--- src/rtl/ps2_pkg.sv ---
// ps2_pkg: shared types, constants and helpers for the PS/2 receive path.
//   ps2_state_e     - receive FSM states (IDLE, DATA, PARITY, STOP)
//   DATA_BITS       - data bits per PS/2 frame
//   timeout_cycles  - converts a clock rate and a timeout in microseconds
//                     into a number of clock cycles
//   odd_parity_ok   - true when data bits plus parity bit hold an odd
//                     number of ones
package ps2_pkg;

  localparam int DATA_BITS = 8;

  typedef enum logic [1:0] {
    IDLE   = 2'd0,
    DATA   = 2'd1,
    PARITY = 2'd2,
    STOP   = 2'd3
  } ps2_state_e;

  // 64-bit intermediate so CLK_HZ * TIMEOUT_US cannot overflow.
  function automatic int timeout_cycles(input longint clk_hz, input longint timeout_us);
    longint prod;
    prod = (clk_hz * timeout_us) / 64'sd1000000;
    return 32'(prod);
  endfunction

  function automatic logic odd_parity_ok(input logic [DATA_BITS-1:0] data, input logic par);
    return ^{data, par};
  endfunction

endpackage

--- src/rtl/ps2_sync_filter.sv ---
// ps2_sync_filter: 2-FF synchroniser plus glitch filter for one PS/2 line.
// The filtered output only follows the synchronised input after FILTER_LEN
// consecutive samples that differ from the current filtered value.
// Ports:
//   clk       - system clock
//   rst       - synchronous active-high reset (line treated as idle-high)
//   line_in   - raw asynchronous PS/2 line
//   line_filt - synchronised and filtered line
module ps2_sync_filter #(
  parameter int FILTER_LEN = 8
) (
  input  logic clk,
  input  logic rst,
  input  logic line_in,
  output logic line_filt
);

  localparam int CNT_W = (FILTER_LEN > 1) ? $clog2(FILTER_LEN) : 1;

  logic             meta_r;
  logic             sync_r;
  logic             filt_r;
  logic [CNT_W-1:0] cnt_r;

  // Two-stage synchroniser for the asynchronous line.
  always_ff @(posedge clk) begin
    if (rst) begin
      meta_r <= 1'b1;
      sync_r <= 1'b1;
    end else begin
      meta_r <= line_in;
      sync_r <= meta_r;
    end
  end

  // Run-length filter: count consecutive samples that disagree with the
  // filtered value; any agreeing sample restarts the run.
  always_ff @(posedge clk) begin
    if (rst) begin
      filt_r <= 1'b1;
      cnt_r  <= CNT_W'(0);
    end else if (sync_r == filt_r) begin
      cnt_r <= CNT_W'(0);
    end else if (cnt_r == CNT_W'(FILTER_LEN - 1)) begin
      filt_r <= sync_r;
      cnt_r  <= CNT_W'(0);
    end else begin
      cnt_r <= cnt_r + CNT_W'(1);
    end
  end

  assign line_filt = filt_r;

endmodule

--- src/rtl/ps2_rx_fifo.sv ---
// ps2_rx_fifo: PS/2 keyboard receiver with a show-ahead scancode FIFO.
// Optional feature macro: PS2_PARITY_CHECK_EN (enables odd-parity checking;
// when undefined the parity bit is captured but ignored).
// Ports:
//   clk, rst                  - system clock, synchronous active-high reset
//   ps2_clk, ps2_data         - raw asynchronous PS/2 lines (idle high)
//   rd_en                     - pop the FIFO head (ignored when empty)
//   rd_data, rd_valid         - FIFO head scancode and not-empty flag
//   frame_err                 - one-cycle pulse per rejected/aborted frame
//   overflow                  - sticky, a byte was dropped on a full FIFO
//   ps2_clk_out, ps2_data_out - filtered lines for monitoring
module ps2_rx_fifo import ps2_pkg::*; #(
  parameter int CLK_HZ     = 27000000,
  parameter int FIFO_DEPTH = 8,
  parameter int FILTER_LEN = 8,
  parameter int TIMEOUT_US = 2000
) (
  input  logic                 clk,
  input  logic                 rst,
  input  logic                 ps2_clk,
  input  logic                 ps2_data,
  input  logic                 rd_en,
  output logic [DATA_BITS-1:0] rd_data,
  output logic                 rd_valid,
  output logic                 frame_err,
  output logic                 overflow,
  output logic                 ps2_clk_out,
  output logic                 ps2_data_out
);

  localparam int TMO_CYC   = timeout_cycles(longint'(CLK_HZ), longint'(TIMEOUT_US));
  localparam int PTR_W     = $clog2(FIFO_DEPTH);
  localparam int CNT_W     = $clog2(FIFO_DEPTH + 1);
  localparam int BIT_CNT_W = $clog2(DATA_BITS);

  logic                 clk_filt_s, data_filt_s, clk_prev_r, fall_s;
  ps2_state_e           state_r, state_nxt_s;
  logic [BIT_CNT_W-1:0] bit_cnt_r;
  logic [DATA_BITS-1:0] shift_r;
  logic                 par_r, parity_ok_s;
  logic [31:0]          tmo_cnt_r;
  logic                 tmo_s, push_s, frame_err_s, frame_err_r, overflow_r;
  logic [DATA_BITS-1:0] mem_r [FIFO_DEPTH];
  logic [PTR_W-1:0]     wr_ptr_r, rd_ptr_r;
  logic [CNT_W-1:0]     count_r;
  logic                 full_s, pop_s, wr_ok_s;

  ps2_sync_filter #(.FILTER_LEN(FILTER_LEN)) u_clk_filt (
    .clk(clk), .rst(rst), .line_in(ps2_clk), .line_filt(clk_filt_s)
  );
  ps2_sync_filter #(.FILTER_LEN(FILTER_LEN)) u_data_filt (
    .clk(clk), .rst(rst), .line_in(ps2_data), .line_filt(data_filt_s)
  );

  // Strobe is high in the first cycle the filtered clock reads low.
  assign fall_s = clk_prev_r & ~clk_filt_s;
  assign tmo_s  = (state_r != IDLE) && !fall_s && (tmo_cnt_r == 32'(TMO_CYC - 1));

`ifdef PS2_PARITY_CHECK_EN
  assign parity_ok_s = odd_parity_ok(shift_r, par_r);
`else
  // Parity bit is still captured; OR-ing with 1 keeps it from gating the push.
  assign parity_ok_s = odd_parity_ok(shift_r, par_r) | 1'b1;
`endif

  // FSM state register.
  always_ff @(posedge clk) begin
    if (rst) state_r <= IDLE;
    else     state_r <= state_nxt_s;
  end

  // FSM next-state logic; a timeout always returns to IDLE.
  always_comb begin
    state_nxt_s = state_r;
    if (tmo_s) begin
      state_nxt_s = IDLE;
    end else if (fall_s) begin
      case (state_r)
        IDLE:    if (!data_filt_s) state_nxt_s = DATA; else state_nxt_s = IDLE;
        DATA:    if (bit_cnt_r == BIT_CNT_W'(DATA_BITS - 1)) state_nxt_s = PARITY;
                 else state_nxt_s = DATA;
        PARITY:  state_nxt_s = STOP;
        STOP:    state_nxt_s = IDLE;
        default: state_nxt_s = IDLE;
      endcase
    end else begin
      state_nxt_s = state_r;
    end
  end

  // FSM outputs: FIFO push request and frame error request.
  always_comb begin
    push_s      = 1'b0;
    frame_err_s = 1'b0;
    if (tmo_s) begin
      frame_err_s = 1'b1;
    end else if (fall_s) begin
      case (state_r)
        IDLE:    if (data_filt_s) frame_err_s = 1'b1; else frame_err_s = 1'b0;
        STOP:    if (data_filt_s && parity_ok_s) push_s = 1'b1; else frame_err_s = 1'b1;
        default: begin push_s = 1'b0; frame_err_s = 1'b0; end
      endcase
    end else begin
      push_s      = 1'b0;
      frame_err_s = 1'b0;
    end
  end

  // Frame datapath: edge history, bit counter, LSB-first shifter, parity bit.
  always_ff @(posedge clk) begin
    if (rst) begin
      clk_prev_r <= 1'b1;
      bit_cnt_r  <= BIT_CNT_W'(0);
      shift_r    <= DATA_BITS'(0);
      par_r      <= 1'b0;
    end else begin
      clk_prev_r <= clk_filt_s;
      if (tmo_s) begin
        shift_r <= DATA_BITS'(0);
      end else if (fall_s) begin
        case (state_r)
          IDLE: begin
            bit_cnt_r <= BIT_CNT_W'(0);
            shift_r   <= DATA_BITS'(0);
          end
          DATA: begin
            shift_r   <= {data_filt_s, shift_r[DATA_BITS-1:1]};
            bit_cnt_r <= bit_cnt_r + BIT_CNT_W'(1);
          end
          PARITY:  par_r <= data_filt_s;
          default: par_r <= par_r;
        endcase
      end
    end
  end

  // Inter-edge timeout counter, only running inside a frame.
  always_ff @(posedge clk) begin
    if (rst || state_r == IDLE || fall_s || tmo_s) tmo_cnt_r <= 32'd0;
    else                                           tmo_cnt_r <= tmo_cnt_r + 32'd1;
  end

  // Registered frame error pulse.
  always_ff @(posedge clk) begin
    if (rst) frame_err_r <= 1'b0;
    else     frame_err_r <= frame_err_s;
  end

  assign full_s  = (count_r == CNT_W'(FIFO_DEPTH));
  assign pop_s   = rd_en && (count_r != CNT_W'(0));
  assign wr_ok_s = push_s && (!full_s || pop_s);

  // FIFO storage; flushing is done through the pointers, not the array.
  always_ff @(posedge clk) begin
    if (!rst && wr_ok_s) mem_r[wr_ptr_r] <= shift_r;
  end

  // FIFO pointers, occupancy and sticky overflow flag.
  always_ff @(posedge clk) begin
    if (rst) begin
      wr_ptr_r   <= PTR_W'(0);
      rd_ptr_r   <= PTR_W'(0);
      count_r    <= CNT_W'(0);
      overflow_r <= 1'b0;
    end else begin
      if (wr_ok_s) wr_ptr_r <= wr_ptr_r + PTR_W'(1);
      if (pop_s)   rd_ptr_r <= rd_ptr_r + PTR_W'(1);
      case ({wr_ok_s, pop_s})
        2'b10:   count_r <= count_r + CNT_W'(1);
        2'b01:   count_r <= count_r - CNT_W'(1);
        default: count_r <= count_r;
      endcase
      if (push_s && full_s && !pop_s) overflow_r <= 1'b1;
    end
  end

  assign rd_valid     = (count_r != CNT_W'(0));
  assign rd_data      = rd_valid ? mem_r[rd_ptr_r] : DATA_BITS'(0);
  assign frame_err    = frame_err_r;
  assign overflow     = overflow_r;
  assign ps2_clk_out  = clk_filt_s;
  assign ps2_data_out = data_filt_s;

endmodule

--- config.mk ---
export PLATFORM = sky130hd
export DESIGN_NAME = ps2_rx_fifo
export DESIGN_NICKNAME = d
export VERILOG_FILES = /design/src/rtl/ps2_pkg.sv /design/src/rtl/ps2_sync_filter.sv /design/src/rtl/ps2_rx_fifo.sv
export SDC_FILE = /design/constraint.sdc
export NUM_CORES = 1
export LEC_CHECK = 0
export ABC_AREA = 1
export BUFFER_PORTS_ARGS = -buffer_cell sky130_fd_sc_hd__buf_2
export CAP_MARGIN = 5
export CORE_ASPECT_RATIO = 0.7
export CORE_UTILIZATION = 50
export DETAILED_ROUTE_END_ITERATION = 10
export GPL_TIMING_DRIVEN = 0
export HOLD_SLACK_MARGIN = 0.02
export MAX_ROUTING_LAYER = met4
export PLACE_DENSITY = 0.66
export SLEW_MARGIN = 20
export SYNTH_ARGS = -nofsm -noshare
export SYNTH_HDL_FRONTEND = slang
export SYNTH_SLANG_ARGS = --single-unit
--- constraint.sdc ---
create_clock -name clk -period 3 [get_ports clk]
set_input_delay 0.6 -clock clk [delete_from_list [all_inputs] [get_ports clk]]
set_output_delay 0.6 -clock clk [all_outputs]
set_load 0.01 [all_outputs]
# After elaboration in Yosys (flattened, before gate mapping)
# Memories as Yosys holds them, arrays and structs flattened. A register that Yosys moved wholly into a read port is not among the register bits.
# Cells that the tools add are included.
[totals]
regBits = 70
ramBits = 64
inputBits = 5
out_inout_bits = 13
wordCells = 90
mem_count = 1
[op_classes]
addsub = 8
eq_ne = 12
n_mux = 19
bitwise_logic = 5
reduce_logical = 27
[memory_table]
columns = ["memory", "depth", "width", "rd", "rd_ports_with_merged_regs", "write_ports", "line", "text"]
rows = [
  ["mem_r", 8, 8, 1, 1, 1, "ps2_rx_fifo.sv:43", "logic [DATA_BITS-1:0] mem_r [FIFO_DEPTH];"],
]
[ops]
columns = ["operator", "n"]
rows = [
  ["adder 32 x 1 -> 32 bit (second input constant)", 1],
  ["== test 32 x 16 -> 1 bit (second input constant)", 1],
  ["one-hot mux 8 bit (2 select lines)", 1],
  ["adder 3 x 1 -> 3 bit (second input constant)", 5],
  ["2-to-1 mux 1 bit", 10],
  ["== test 3 bit (second input constant)", 3],
  ["2-to-1 mux 8 bit", 1],
  ["one-hot mux 2 bit (4 select lines)", 1],
  ["one-hot mux 4 bit (2 select lines)", 1],
  ["logical AND 1 bit", 7],
  ["== test 2 bit (second input constant)", 3],
  ["2-to-1 mux 3 bit", 2],
  ["one-hot mux 3 bit (2 select lines)", 1],
  ["AND reduction 2 bit", 3],
  ["nonzero test 2 bit", 3],
  ["OR reduction 3 bit", 2],
  ["adder 4 x 1 -> 4 bit (second input constant)", 1],
  ["== test 2 x 1 -> 1 bit (second input constant)", 2],
  ["== test 4 bit (second input constant)", 1],
  ["logical NOT 1 bit", 4],
  ["logical OR 1 bit", 4],
  ["NOT 1 bit", 4],
  ["nonzero test 4 bit", 1],
  ["subtractor 4 x 1 -> 4 bit (second input constant)", 1],
  ["7 further kinds", 8],
]

# Logic depth before layout (Yosys ltp)
[depth]
word_depth = 10
depth_mapped = 12
ltp_nobuf = 12

# By module
# Synthesis repeated with hierarchy kept, for this count alone.
[unflattened]
hier_cells = 740
area_unflattened_um2 = 6257.3
[modules_own_cells]
columns = ["mod", "n_inst", "cells_per_inst", "area_per_inst_um2", "seq_area_each_um2"]
rows = [
  ["ps2_rx_fifo", 1, 694, 5821.8, 3143.0],
  ["ps2_sync_filter", 2, 23, 217.7, 120.1],
]

# Worst setup path before layout
# No wires, ideal clock.
[synth_path]
kind = "input-to-reg"
startpoint = "input port rd_en"
endpoint = "register count_r[2]"
setup_ns = 0.115
arrival_ns = 1.999
required_time_ns = 2.885
slack_ns = 0.886
cell_stages = 8
n_path_buf = 0
cell_sequence = "or2_1 o21ai_2 ha_1 inv_1 fa_1 xnor2_1 o21ai_0 inv_1"
[synth_between]
elab_chain_cells = 5
elab_cells_between_ends = 7
cone_classes = "eq/ne (2); mux (1); reduce/logical (4)"
[synth_rtl]
columns = ["element", "line", "text"]
rows = [
  ["from (decl)", "ps2_rx_fifo.sv:22", "input logic rd_en,"],
  ["logical AND 1 bit (*)", "ps2_rx_fifo.sv:150", "assign pop_s = rd_en && (count_r != CNT_W'(0));"],
  ["logical OR 1 bit", "ps2_rx_fifo.sv:151", "assign wr_ok_s = push_s && (!full_s || pop_s);"],
  ["logical AND 1 bit", "ps2_rx_fifo.sv:151", ""],
  ["== test 2 x 1 -> 1 bit or == test 2 bit (tied branches)", "ps2_rx_fifo.sv:168", "case ({wr_ok_s, pop_s})"],
  ["one-hot mux 4 bit (2 select lines) or nonzero test 2 bit (tied branches)", "-", ""],
  ["to (signal assigned)", "ps2_rx_fifo.sv:169", "2'b10: count_r <= count_r + CNT_W'(1);"],
  ["to (signal assigned)", "ps2_rx_fifo.sv:170", "2'b01: count_r <= count_r - CNT_W'(1);"],
  ["to (signal assigned)", "ps2_rx_fifo.sv:171", "default: count_r <= count_r;"],
  ["to (decl)", "ps2_rx_fifo.sv:45", "logic [CNT_W-1:0] count_r;"],
]
# Mark *: on every way between the ends. The rest lies on a longest branch, timed or not.
# A chain may end at the register's enable or synchronous reset.

==> flow_summary.ini <==
[status]
outcome = complete, no violations

[yosys]
yosys.area.top_type = edfxtp_1
ys.flop_type = dfxtp_1
synth.area.top_cells = edfxtp_1 32%, dfxtp_1 24%, nor2_1 10%
yosysWarnings = 0
synth_top_area_frac = 0.316
async_flop_share = 0
yosysSeqAreaShare = 0.556
syn_inst = 705
synth_nets = 723
yosys_register_bits = 137
synth_enable_flop_cells = 64
ys_types = 33
avgSynthCellArea_um2 = 8.63
syn_area_um2 = 6080

[sta]
slew_violations = 0
setup_viol = 0
tns_ps = 0
worst_slew_margin_rel = 0.375
fmax_mhz = 377
finalCriticalPeriod_ps = 2650
rsz0062_at_grt = false
period_share = 0.884
clock_skew_ps = 12.3
finalHoldViolations = 0
worst_slew_pin_slew_ps = 935

[placed_design]
portBuffers = 17
postPlaceCellArea_um2 = 6360
hpwl_um = 9380
routabilityCongestion = 0.899
dp_cells = 879

[critical_path]
criticalPathCategory = flop to output pin
cp-start-kind = flop
crit_path_max_fanout = 10
arrival_ps = 2050
cp.required_ps = 2400
endpoint_kind = output pin

[cts]
htree_levels = 4
cts-buffers-inserted = 17
cts_buffer_depth = 2
clk_latency_ps = 410
path_clk_slew_ps = 60
post_cts_buffers = 0
clock_sinks = 137
cts.hold.buffers_added = 0
cts_tree = yes
cts-resized-gates = 0
root_buffer = clkbuf_16

[drt]
vias_per_cell = 5.16
drt_wl_total_um = 13100
vias = 4698
post-route-drc-count = 0
ant_nets = 0
wl_per_cell_um = 14.4
drt_iter0_drc = 338
first_pass_iters = 5

[floorplan]
io-pin-count = 18
dieArea_um2 = 12600
initial_core_util = 0.517
die-width_um = 134
core_um2 = 11800
num_rows = 33
die_h_um = 94.3

[finish]
final_area_um2 = 6960
layout.nets = 759
insertedDiodeCount = 0
area_delta_synth_final_pct = 14.4
fillers = 1015
final_common_cell = nor2_1
drive_gt1_frac = 0.107
layoutNonFillerInstCount = 911
mostFrequentLayoutCells = 170 x nor2_1, 132 x nand2_1, 73 x dfxtp_1

[global_routing]
grt_max_degree = 17
grt_usage = 0.232
grt_pass1_wl_um = 21500
overflow = 0
first_global_vias = 4318
antenna_found_initial = 0

[flow_run]
drv_cap = 0

[pwr]
power.leakage_uw = 0.00263
p_per_area_nw_per_um2 = 725
ir_drop_mv = 0.471

[hold_path]
hold_class = primary input to flop
cells by family (layout without fill, tap and decap cells):
| family | count (synthesis) | in the layout | synth area share |
|---|---|---|---|
| buf+inv | 85 | 134 | 0.0570 |
| compound gates | 91 | 91 | 0.0860 |
| fa+ha+maj | 13 | 13 | 0.0280 |
| flops | 137 | 137 | 0.556 |
| simple gates | 361 | 361 | 0.247 |
| xor+xnor | 18 | 18 | 0.0259 |
sequential cells by signal, summed over array words and instances, names as in the netlist, 3 cells and up, named ones only:
signal and flops:
bit_cnt_r 3, tmo_cnt_r 32, u_data_filt.cnt_r 3, rd_ptr_r 3, mem_r 64, u_clk_filt.cnt_r 3
wr_ptr_r 3, shift_r 8, count_r 4
cell usage after synthesis (4+ instances only):
cell type  count
a21oi_1       19
nand4_1        4
xor2_1        10
o21ai_0       42
o22ai_1        8
dfxtp_1       73
xnor2_1        8
clkbuf_1      11
or2_2          4
inv_1         66
nand2_1      132
nand3_1       25
o211ai_1      10
a22oi_1       10
edfxtp_1      64
ha_1          12
nor2_1       170
nor2_2        10
metal layers:
metal | GRT usage | up-vias | routed length [um]
li1 | - | 2375 | -
met1 | 0.321 | 2204 | 6770
met2 | 0.335 | 104 | 5640
met3 | 0.0464 | 15 | 559
met4 | 0.0909 | 0 | 116
met5 | - | - | 0
final cells by class:
class | instances | area [um2] | share of cell area
plain buffers | 16 | 87.6 | 0.0126
well taps | 157 | 196 | 0.0282
multi-input cells | 483 | 2350 | 0.338
inverters | 69 | 259 | 0.0372
clock inverters | 11 | 109 | 0.0156
clock buffers | 21 | 483 | 0.0694
flip-flops and latches | 137 | 3380 | 0.486
repair buffers | 17 | 85.1 | 0.0122
critical path, cell delays in order, from the launching register on:
cell and delay, ps:
dfxtp_1 430, clkbuf_1 520, o21ai_0 200, o211ai_1 200, nand2_1 70, nor2_1 90, buf_2 130
stage by stage:
| step | util | worst slack, ps | hold slack, ps | total power [uW] |
|---|---|---|---|---|
| final | 0.591 | 347 | 365 | 5040 |
| after floorplan | - | 886 | 389 | 2700 |
| after detailed placement | 0.541 | 376 | 392 | 3000 |
| after global routing | 0.591 | 214 | 352 | 5270 |
| after CTS | 0.591 | 335 | 357 | 5060 |
| after global placement | 0.541 | 440 | 392 | 2970 |
worst paths after layout:
check | to | cells past startpoint | startpoint | slack [ps]
setup / recovery | rd_data[6] | 6 | flop | 350
setup reg to reg | mem_r[0][1] | 6 | u_data_filt.line_filt | 640
hold / removal | u_data_filt.meta_r | 2 | ps2_data | 360
hold reg to reg | u_data_filt.sync_r | 1 | u_data_filt.meta_r | 410
power breakdown:
group	total (uW)	internal (uW)	switching [uW]
combinational	936	305	631
sequential	2040	1990	49.7
clock	2070	1250	819
total	5040	3540	1500
(Power assumes the default switching activity.)
